[config.mk]
export PLATFORM = sky130hd
export DESIGN_NAME = blob_centroid_tracker
export DESIGN_NICKNAME = d
export VERILOG_FILES = /design/src/rtl/blob_centroid_tracker.sv
export SDC_FILE = /design/constraint.sdc
export NUM_CORES = 1
export LEC_CHECK = 0
export BUFFER_PORTS_ARGS = -buffer_cell sky130_fd_sc_hd__buf_2
export CELL_PAD_IN_SITES_DETAIL_PLACEMENT = 1
export CELL_PAD_IN_SITES_GLOBAL_PLACEMENT = 2
export CORE_ASPECT_RATIO = 2
export CORE_MARGIN = 1
export CORE_UTILIZATION = 37
export CTS_CLUSTER_SIZE = 20
export DETAILED_ROUTE_END_ITERATION = 10
export GPL_TIMING_DRIVEN = 1
export PLACE_DENSITY_LB_ADDON = 0.1
export SETUP_SLACK_MARGIN = 0.2
export SKIP_LAST_GASP = 1
export SLEW_MARGIN = 20
export SYNTH_ARGS = -nofsm -noshare
export SYNTH_HDL_FRONTEND = slang
export SYNTH_SLANG_ARGS = --single-unit
export TNS_END_PERCENT = 10
[constraint.sdc]
create_clock -name i_clk -period 4.3 [get_ports i_clk]
set_input_delay 0.86 -clock i_clk [delete_from_list [all_inputs] [get_ports i_clk]]
set_output_delay 0.86 -clock i_clk [all_outputs]
set_load 0.02 [all_outputs]
[src/rtl/blob_centroid_tracker.sv]
// Per-frame blob statistics: count, coordinate sums and bounding box, with a centroid from a sequential divide.
// Optional bounding-box tracking is compiled in when BLOB_BBOX_EN is defined; otherwise o_xmin/o_xmax/o_ymin/o_ymax read 0.
module blob_centroid_tracker #(
    parameter int IMG_W     = 800,
    parameter int IMG_H     = 600,
    parameter int MIN_COUNT = 16,
    parameter int CNTW      = 19,
    parameter int SUMW      = 29
) (
    input  logic            i_clk,
    input  logic            i_rst_n,
    input  logic            i_fval,
    input  logic            i_valid,
    input  logic            i_bin,
    output logic            o_res_valid,
    output logic            o_found,
    output logic [9:0]      o_cx,
    output logic [9:0]      o_cy,
    output logic [CNTW-1:0] o_count,
    output logic [9:0]      o_xmin,
    output logic [9:0]      o_xmax,
    output logic [9:0]      o_ymin,
    output logic [9:0]      o_ymax,
    output logic            o_overrun
);
    localparam int ITW = $clog2(SUMW + 1);
    localparam logic [9:0] XLAST = 10'(IMG_W - 1);
    localparam logic [9:0] YLAST = 10'(IMG_H - 1);

    typedef enum logic [1:0] {S_IDLE, S_DIV, S_DONE} state_t;
    state_t r_state;

    logic            r_fval, r_full, r_ovr, r_h_ovr;
    logic [9:0]      r_x, r_y;
    logic [CNTW-1:0] r_cnt, r_h_cnt, r_rx, r_ry;
    logic [SUMW-1:0] r_sumx, r_sumy, r_qx, r_qy;
    logic [ITW-1:0]  r_it;

    logic            w_rise, w_fall, w_full_n, w_ovr_n, w_okx, w_oky;
    logic [9:0]      w_x_n, w_y_n;
    logic [CNTW-1:0] w_cnt_n;
    logic [SUMW-1:0] w_sumx_n, w_sumy_n;
    logic [CNTW:0]   w_rxs, w_rys;

    assign w_rise = i_fval & ~r_fval;
    assign w_fall = ~i_fval & r_fval;

    // Frame start clears the accumulators in the same cycle a pixel may arrive.
    always_comb begin
        w_x_n    = w_rise ? '0 : r_x;
        w_y_n    = w_rise ? '0 : r_y;
        w_cnt_n  = w_rise ? '0 : r_cnt;
        w_sumx_n = w_rise ? '0 : r_sumx;
        w_sumy_n = w_rise ? '0 : r_sumy;
        w_full_n = w_rise ? 1'b0 : r_full;
        w_ovr_n  = w_rise ? 1'b0 : r_ovr;
        if (i_fval && i_valid) begin
            if (w_full_n) begin
                w_ovr_n = 1'b1;
            end else begin
                if (i_bin) begin
                    w_cnt_n  = w_cnt_n + CNTW'(1);
                    w_sumx_n = w_sumx_n + SUMW'(w_x_n);
                    w_sumy_n = w_sumy_n + SUMW'(w_y_n);
                end
                if (w_x_n == XLAST) begin
                    w_x_n = '0;
                    if (w_y_n == YLAST) w_full_n = 1'b1;
                    else                w_y_n = w_y_n + 10'd1;
                end else begin
                    w_x_n = w_x_n + 10'd1;
                end
            end
        end
    end

    always_ff @(posedge i_clk) begin
        if (!i_rst_n) begin
            r_fval <= 1'b0; r_x <= '0; r_y <= '0; r_cnt <= '0;
            r_sumx <= '0; r_sumy <= '0; r_full <= 1'b0; r_ovr <= 1'b0;
        end else begin
            r_fval <= i_fval; r_x <= w_x_n; r_y <= w_y_n; r_cnt <= w_cnt_n;
            r_sumx <= w_sumx_n; r_sumy <= w_sumy_n; r_full <= w_full_n; r_ovr <= w_ovr_n;
        end
    end

`ifdef BLOB_BBOX_EN
    logic [9:0] r_xmin, r_xmax, r_ymin, r_ymax;
    logic [9:0] r_h_xmin, r_h_xmax, r_h_ymin, r_h_ymax;
    logic [9:0] w_px, w_py, w_xmin_b, w_xmax_b, w_ymin_b, w_ymax_b;
    logic       w_hit;

    assign w_px     = w_rise ? 10'd0 : r_x;
    assign w_py     = w_rise ? 10'd0 : r_y;
    assign w_hit    = i_fval & i_valid & i_bin & ~(w_rise ? 1'b0 : r_full);
    assign w_xmin_b = w_rise ? 10'h3FF : r_xmin;
    assign w_xmax_b = w_rise ? 10'h000 : r_xmax;
    assign w_ymin_b = w_rise ? 10'h3FF : r_ymin;
    assign w_ymax_b = w_rise ? 10'h000 : r_ymax;

    always_ff @(posedge i_clk) begin
        if (!i_rst_n) begin
            r_xmin <= '0; r_xmax <= '0; r_ymin <= '0; r_ymax <= '0;
        end else begin
            r_xmin <= (w_hit && w_px < w_xmin_b) ? w_px : w_xmin_b;
            r_xmax <= (w_hit && w_px > w_xmax_b) ? w_px : w_xmax_b;
            r_ymin <= (w_hit && w_py < w_ymin_b) ? w_py : w_ymin_b;
            r_ymax <= (w_hit && w_py > w_ymax_b) ? w_py : w_ymax_b;
        end
    end
`else
    assign o_xmin = '0;
    assign o_xmax = '0;
    assign o_ymin = '0;
    assign o_ymax = '0;
`endif

    // One restoring-division step per cycle for each axis; the divisor is the held count.
    assign w_rxs = {r_rx, r_qx[SUMW-1]};
    assign w_rys = {r_ry, r_qy[SUMW-1]};
    assign w_okx = w_rxs >= {1'b0, r_h_cnt};
    assign w_oky = w_rys >= {1'b0, r_h_cnt};

    always_ff @(posedge i_clk) begin
        if (!i_rst_n) begin
            r_state <= S_IDLE; r_h_cnt <= '0; r_h_ovr <= 1'b0;
            r_qx <= '0; r_qy <= '0; r_rx <= '0; r_ry <= '0; r_it <= '0;
            o_res_valid <= 1'b0; o_found <= 1'b0; o_cx <= '0; o_cy <= '0;
            o_count <= '0; o_overrun <= 1'b0;
`ifdef BLOB_BBOX_EN
            r_h_xmin <= '0; r_h_xmax <= '0; r_h_ymin <= '0; r_h_ymax <= '0;
            o_xmin <= '0; o_xmax <= '0; o_ymin <= '0; o_ymax <= '0;
`endif
        end else begin
            o_res_valid <= 1'b0;
            case (r_state)
                S_IDLE: if (w_fall) begin
                    r_h_cnt <= r_cnt; r_h_ovr <= r_ovr;
                    r_qx <= r_sumx; r_qy <= r_sumy; r_rx <= '0; r_ry <= '0;
                    r_it <= ITW'(SUMW - 1);
`ifdef BLOB_BBOX_EN
                    r_h_xmin <= r_xmin; r_h_xmax <= r_xmax;
                    r_h_ymin <= r_ymin; r_h_ymax <= r_ymax;
`endif
                    r_state <= (r_cnt >= CNTW'(MIN_COUNT)) ? S_DIV : S_DONE;
                end
                S_DIV: begin
                    r_rx <= w_okx ? CNTW'(w_rxs - {1'b0, r_h_cnt}) : CNTW'(w_rxs);
                    r_ry <= w_oky ? CNTW'(w_rys - {1'b0, r_h_cnt}) : CNTW'(w_rys);
                    r_qx <= {r_qx[SUMW-2:0], w_okx};
                    r_qy <= {r_qy[SUMW-2:0], w_oky};
                    r_it <= r_it - ITW'(1);
                    if (r_it == '0) r_state <= S_DONE;
                end
                S_DONE: begin
                    o_res_valid <= 1'b1;
                    o_count     <= r_h_cnt;
                    o_overrun   <= r_h_ovr;
                    o_found     <= (r_h_cnt >= CNTW'(MIN_COUNT));
                    o_cx        <= (r_h_cnt >= CNTW'(MIN_COUNT)) ? r_qx[9:0] : 10'd0;
                    o_cy        <= (r_h_cnt >= CNTW'(MIN_COUNT)) ? r_qy[9:0] : 10'd0;
`ifdef BLOB_BBOX_EN
                    o_xmin <= (r_h_cnt >= CNTW'(MIN_COUNT)) ? r_h_xmin : 10'd0;
                    o_xmax <= (r_h_cnt >= CNTW'(MIN_COUNT)) ? r_h_xmax : 10'd0;
                    o_ymin <= (r_h_cnt >= CNTW'(MIN_COUNT)) ? r_h_ymin : 10'd0;
                    o_ymax <= (r_h_cnt >= CNTW'(MIN_COUNT)) ? r_h_ymax : 10'd0;
`endif
                    r_state <= S_IDLE;
                end
                default: r_state <= S_IDLE;
            endcase
        end
    end
endmodule
## Word-level counts from Yosys, hierarchy flattened

Cells that the tools add are included.

| cells by class | value |
|---|---|
| $add $sub $neg | 8 |
| multipliers | 0 |
| divide/modulo/power cells | 0 |
| $lt $le $gt $ge | 4 |
| equal/unequal tests | 6 |
| shifts and indexed selects | 0 |
| mux-type cells | 47 |
| bitwise operators | 4 |
| reduce and logical (&&, ||, !) cells | 7 |

Operators with widths:

| operator | count |
|---|---|
| $mux 29 | 10 |
| $mux 19 | 7 |
| $pmux 29 s2 | 2 |
| $mux 10 | 11 |
| $pmux 19 s2 | 2 |
| $add 29x10->29 | 2 |
| $ge 20x19->1 | 2 |
| $ge 19x5->1 const B | 2 |
| $sub 19x19->19 | 2 |
| $add 10x1->10 const B | 2 |
| $eq 10x10->1 const B | 2 |
| $add 19x1->19 const B | 1 |
| $pmux 5 s2 | 1 |
| $mux 1 | 9 |
| $mux 2 | 3 |
| $reduce_and 2->1 | 3 |
| $logic_not 5->1 | 1 |
| $mux 5 | 1 |
| $sub 5x1->5 const B | 1 |
| $ne 2x2->1 const B | 2 |
| $pmux 2 s2 | 1 |
| $and 1x1->1 | 2 |
| $eq 2x1->1 const B | 1 |
| $eq 2x2->1 const B | 1 |
| 4 further kinds | 5 |

| word-level totals | value |
|---|---|
| flip-flop bits (word level) | 265 |
| latch bits | 0 |
| memory bits (writable) | 0 |
| bits in read-only memories | 0 |
| bits of input ports | 5 |
| output and inout bits | 82 |
| memories | 0 |

## Longest topological paths before layout

| depth | value |
|---|---|
| word-level depth | 8 |
| mapped depth | 16 |
| gate-level depth less buffers | 11 |

## Least setup slack after synthesis

OpenSTA, ideal clock, no wires.

| timing path | value |
|---|---|
| kind | input-to-reg |
| from | input i_fval |
| to | register r_sumx[10] |
| arrival time | 3.633 ns |
| required time | 4.172 ns |
| slack | 0.539 ns |
| stages on the path | 16 |
| cell sequence | nand2b_1 -> buf_4 -> buf_4 -> clkbuf_1 -> clkbuf_1 -> and2_1 -> ha_1 -> fa_1 -> a221oi_1 -> o21ai_0 -> a31oi_1 -> o21a_1 -> clkbuf_1 -> nor2_1 -> xor2_1 -> nor2_1 |

| between the ends | value |
|---|---|
| longest elaborated chain between the ends | 6 |
| elaborated cells on any way between the ends | 9 |

Ends and longest elaborated chain:

| element | RTL line | source |
|---|---|---|
| from (decl) | 12 | `input logic i_fval,` |
| $and 1x1->1 | 45 | `assign w_rise = i_fval & ~r_fval;` |
| $mux 29 or $mux 10 (tied branches) | 53, 50 |  |
| $add 29x10->29 | 63 | `w_sumx_n = w_sumx_n + SUMW'(w_x_n);` |
| $mux 29 | 61 | `if (i_bin) begin` |
| $mux 29 | 58 | `if (w_full_n) begin` |
| $mux 29 * | 57 | `if (i_fval && i_valid) begin` |
| to (signal assigned) | 83 | `r_sumx <= w_sumx_n; r_sumy <= w_sumy_n; r_full <= w_full_n; r_ovr <= w_ovr_n;` |
| to (decl) | 36 | `logic [SUMW-1:0] r_sumx, r_sumy, r_qx, r_qy;` |

Every way passes the cells marked *; elsewhere a longest branch is shown, timed or not.
A chain may end at the register's enable or synchronous reset.

## Worst setup path after layout

| timing path | value |
|---|---|
| from | register r_fval |
| to | register r_sumy[22] |

| between the ends | value |
|---|---|
| longest elaborated chain between the ends | 7 |
| elaborated cells on any way between the ends | 9 |

Ends and longest elaborated chain:

| element | RTL line | source |
|---|---|---|
| from (decl) | 33 | `logic r_fval, r_full, r_ovr, r_h_ovr;` |
| from (signal assigned) | 82 | `r_fval <= i_fval; r_x <= w_x_n; r_y <= w_y_n; r_cnt <= w_cnt_n;` |
| $not 1->1 * | 45 |  |
| $and 1x1->1 * | 45 |  |
| $mux 29 or $mux 10 (tied branches) | 54, 51 |  |
| $add 29x10->29 | 64 | `w_sumy_n = w_sumy_n + SUMW'(w_y_n);` |
| $mux 29 | 61 |  |
| $mux 29 | 58 |  |
| $mux 29 * | 57 |  |
| to (signal assigned) | 83 |  |
| to (decl) | 36 |  |

Marks and branches as above.

==> results.md <==
- Run status: complete, no violations
- Crit end category: flop
- Detailed-route via count: roughly 13000
- Leak pwr: 5.72 nW
- Met1 GRT Util: about a quarter
- Initial antenna violation count: 0
- ANT nets after route: 0
- Die height: 279 µm
- Logic gate share of total power: under 10%
- Avg Cell Area, Syn: approximately 8 µm²
- Max-Slew Margin vs Limit: between 40% and 50%
- Yosys warning count: 0
- Cell mode on critical path: o21ai_0
- Total power: 5.03 mW
- Die area: between 30000 and 40000 µm²
- Core ar.: ~38000 µm²
- CTS Hold Buffers Added: 0
- Clk_lat worst skew: about 570 ps
- CTS Buffer Depth: 3
- Max incr delay on CP: approximately 600 ps
- # port buffers: 46
- Worst Path Required: between 4000 and 5000 ps
- Post-synth EDFFs: 0
- Grt met3 use: 1.89%
- Fin. Hold Viols: 0
- Min cycle time layout: 3460 ps
- Power Internal: between 3 and 4 mW
- Drc violations: 0
- Max-slew violations: 0
- Drt wl/cell: between 20 and 25 µm
- Fin Setup TNS: 0 ps
- First-pass GRT wire length: between 70000 and 80000 µm
- CTS tree: done
- Largest net degree at the start of global routing: between 100 and 150
- GRT busiest layer: met2
- Register area share after synthesis: 37.4%
- Crit-path max FO: 23
- Sequential power share: 48.9%
- Power Dens Cells: 323 nW/µm²
- Worst hold path type: flop to flop
- Nets: about 1800
- Num CTS Buffers: 27
- Initial core utilization: between 30% and 40%
- Area grow syn2layout: 9.82%
- Net Switching: about 1.2 mW
- Fmax: just under 0.3 GHz
- Maximum vdd ir drop: 0.288 mV
- Worst Tran Pin Value: 890 ps
- Chip width: between 100 and 150 µm
- Gr usage total: 24.4%
- Layout cells sized above 1: under 10%
- Register area: 5310 µm²
- DR iter-0 viols: approximately 480
- Io pins: 87
- Clock slew at reported path FFs: ~60 ps
- Final setup fails: 0
- Synth Instances: between 1500 and 2000
- CP Cell Sequence: nand2b_2 -> buf_4 -> and2_1 -> ha_1 -> o21ai_0 -> nor4b_1 -> o21ai_0 -> a2111oi_2 -> nand4_1 -> xor2_1 -> nor2_1
- 1st-pass router iterations: 4
- CP max-delay cell: a2111oi_2
- Fin crit share: about four fifths
- Ys async rst share: 0%
- Ys flop type: dfxtp_1
- Net Sw Frac: 24.1%
- Via/cell ratio: ~5.6
- Worst Setup Path Type: flop to flop
- Post-CTS Setup Bufs: 0
- Dpl hpwl: roughly 35000 µm
- Fillers: approximately 4600
- # Max-Cap Violations: 0
- Crit path DAT: between 3000 and 4000 ps
- Multi-input logic area: between 8000 and 9000 µm²
- Post-synth cell types: just over 80
- Site Rows: a little over 100
- Met2 usage: between 50 and 60%
- Vias in the first global route: 13400
- Root buf cell: clkbuf_16
- Gp weighted congestion: 0.895
- Worst setup SP type: flop
- Total Wirelength: 47400 µm
- CTS sink count: roughly 270
- Dpl cells: ~2200
- RSZ-0062 raised after global routing: no
- Cells resized by post-CTS repair: 0
- Placed cell area: roughly 15000 µm²
- GR Overflow Total: 0
- #FFs+latches synth: about 270
- Skew final: roughly 18 ps
- Layout Cells excl Fill: 2249
- Clk pwr share: between 40% and 50%
- Post-Synthesis Cell Area: ~14000 µm²
- Diodes inserted: 0
- Final instance area: about 16000 µm²
- Htree depth: 1
==> placed cells by master, fill, tap and decap left out, drive strengths merged, types with 13 or more instances in the layout <==
| cell type | count |
|---|---|
| nand2 | 271 |
| clkbuf | 38 |
| xnor2 | 58 |
| o21ai | 86 |
| a21oi | 157 |
| conb | 40 |
| a21o | 18 |
| buf | 76 |
| o21a | 16 |
| nand4 | 35 |
| inv | 45 |
| ha | 57 |
| nand3 | 49 |
| a32oi | 13 |
| nor2 | 164 |
| nor4 | 17 |
| dfxtp | 265 |
| or3 | 14 |
| and2 | 43 |
| xor2 | 43 |
| a22oi | 80 |
| mux2i | 26 |
| nor3 | 29 |
==> cells in the mapped netlist (all sizes together), types with 5 or more instances <==
cell / n / area (µm²)
xor2: 43 / 377
o21a: 16 / 120
a21o: 18 / 138
and2: 43 / 269
nand2b: 6 / 37.5
nand2: 271 / 1020
xnor2: 58 / 508
nor2: 164 / 618
and3: 11 / 68.8
nor2b: 8 / 57.6
nor4: 17 / 106
nand4: 35 / 225
o21ai: 86 / 430
a22oi: 80 / 601
o31a: 5 / 43.8
or2: 5 / 31.3
nor3: 29 / 145
or3: 14 / 87.6
inv: 44 / 165
ha: 57 / 713
clkbuf: 82 / 308
a31oi: 9 / 56.3
and4: 6 / 52.6
a21oi: 157 / 786
nor3b: 5 / 42.5
nand3: 49 / 245
a211oi: 6 / 45.0
a211o: 5 / 43.8
mux2i: 26 / 260
buf: 64 / 440
dfxtp: 265 / 5310
nor4b: 7 / 67.6
a32oi: 13 / 114
==> routing by layer <==
metal,share of wire (%),vias up
met5,0,-
met4,4.3,0
met3,1.9,87
met2,58,153
met1,36,6300
li1,-,6129
==> area by class of cell <==
cell class	count	area share, %
clock buffers	38	5.05
flip-flops and latches	265	34.1
clock inverters	9	0.506
repair buffers	76	3.33
inverters	44	1.09
multi-input cells	1354	52.2
well taps	463	3.72
==> power groups by stage <==
stage	Combinational, mW	Clock [mW]	Sequential (mW)
final	0.196	2.38	2.46
after global routing	0.213	2.55	2.46
after CTS	0.200	2.46	2.46
after detailed placement	0.200	0	2.52
after global placement	0.197	0	2.52
after floorplan	0.160	0	2.52
==> flip-flops by register name (all words and copies together) (netlist names), 19 cells and up <==
register	count
r_qx	29
r_qy	29
r_sumx	29
r_sumy	29
o_count	19
r_cnt	19
r_h_cnt	19
r_rx	19
r_ry	19
==> kinds of logic (layout without fill, tap and decap cells) <==
family | after synthesis | after routing | share of synthesized area, %
AOI/OAI and AO/OA | 445 | 445 | 20.0
and+or+nand+nor | 678 | 678 | 22.1
DFF | 265 | 265 | 37.4
other | 1 | 40 | 0.0264
adders and majority gates | 63 | 63 | 5.73
buffers and inverters | 191 | 167 | 6.52
muxes | 27 | 27 | 1.91
xor gates and xnor gates | 101 | 101 | 6.24
==> worst paths after layout <==
kind,from,to,slack [ps],cells past startpoint
hold / removal,o_count[8]$_SDFFE_PN0P_,o_count[8]$_SDFFE_PN0P_,450,2
hold reg to reg,o_count[8]$_SDFFE_PN0P_,o_count[8]$_SDFFE_PN0P_,450,2
setup reg to reg,r_fval$_SDFF_PN0_,r_sumy[22]$_SDFF_PN0_,840,11
setup / recovery,r_fval$_SDFF_PN0_,r_sumy[22]$_SDFF_PN0_,840,11
==> through the flow <==
stage / hold WS (ps) / util (%) / worst slack (ps)
after floorplan: 432 / - / 539
after global placement: 441 / 38.8 / 500
after detailed placement: 446 / 38.8 / 322
after CTS: 455 / 41.1 / 806
after global routing: 466 / 41.1 / 521
final: 452 / 41.1 / 841
==> worst max-delay path: cells and delay by family, from the launching register on <==
kind | cells | cell delay [ps]
AO/OA/AOI/OAI | 3 | 1090
AND/OR/NAND/NOR | 5 | 1070
buffers and inverters | 1 | 250
XOR/XNOR | 1 | 160
flip-flops | 1 | 360
adder cells (fa/ha/maj) | 1 | 390
No activity file was read; power rests on OpenSTA's default activity.
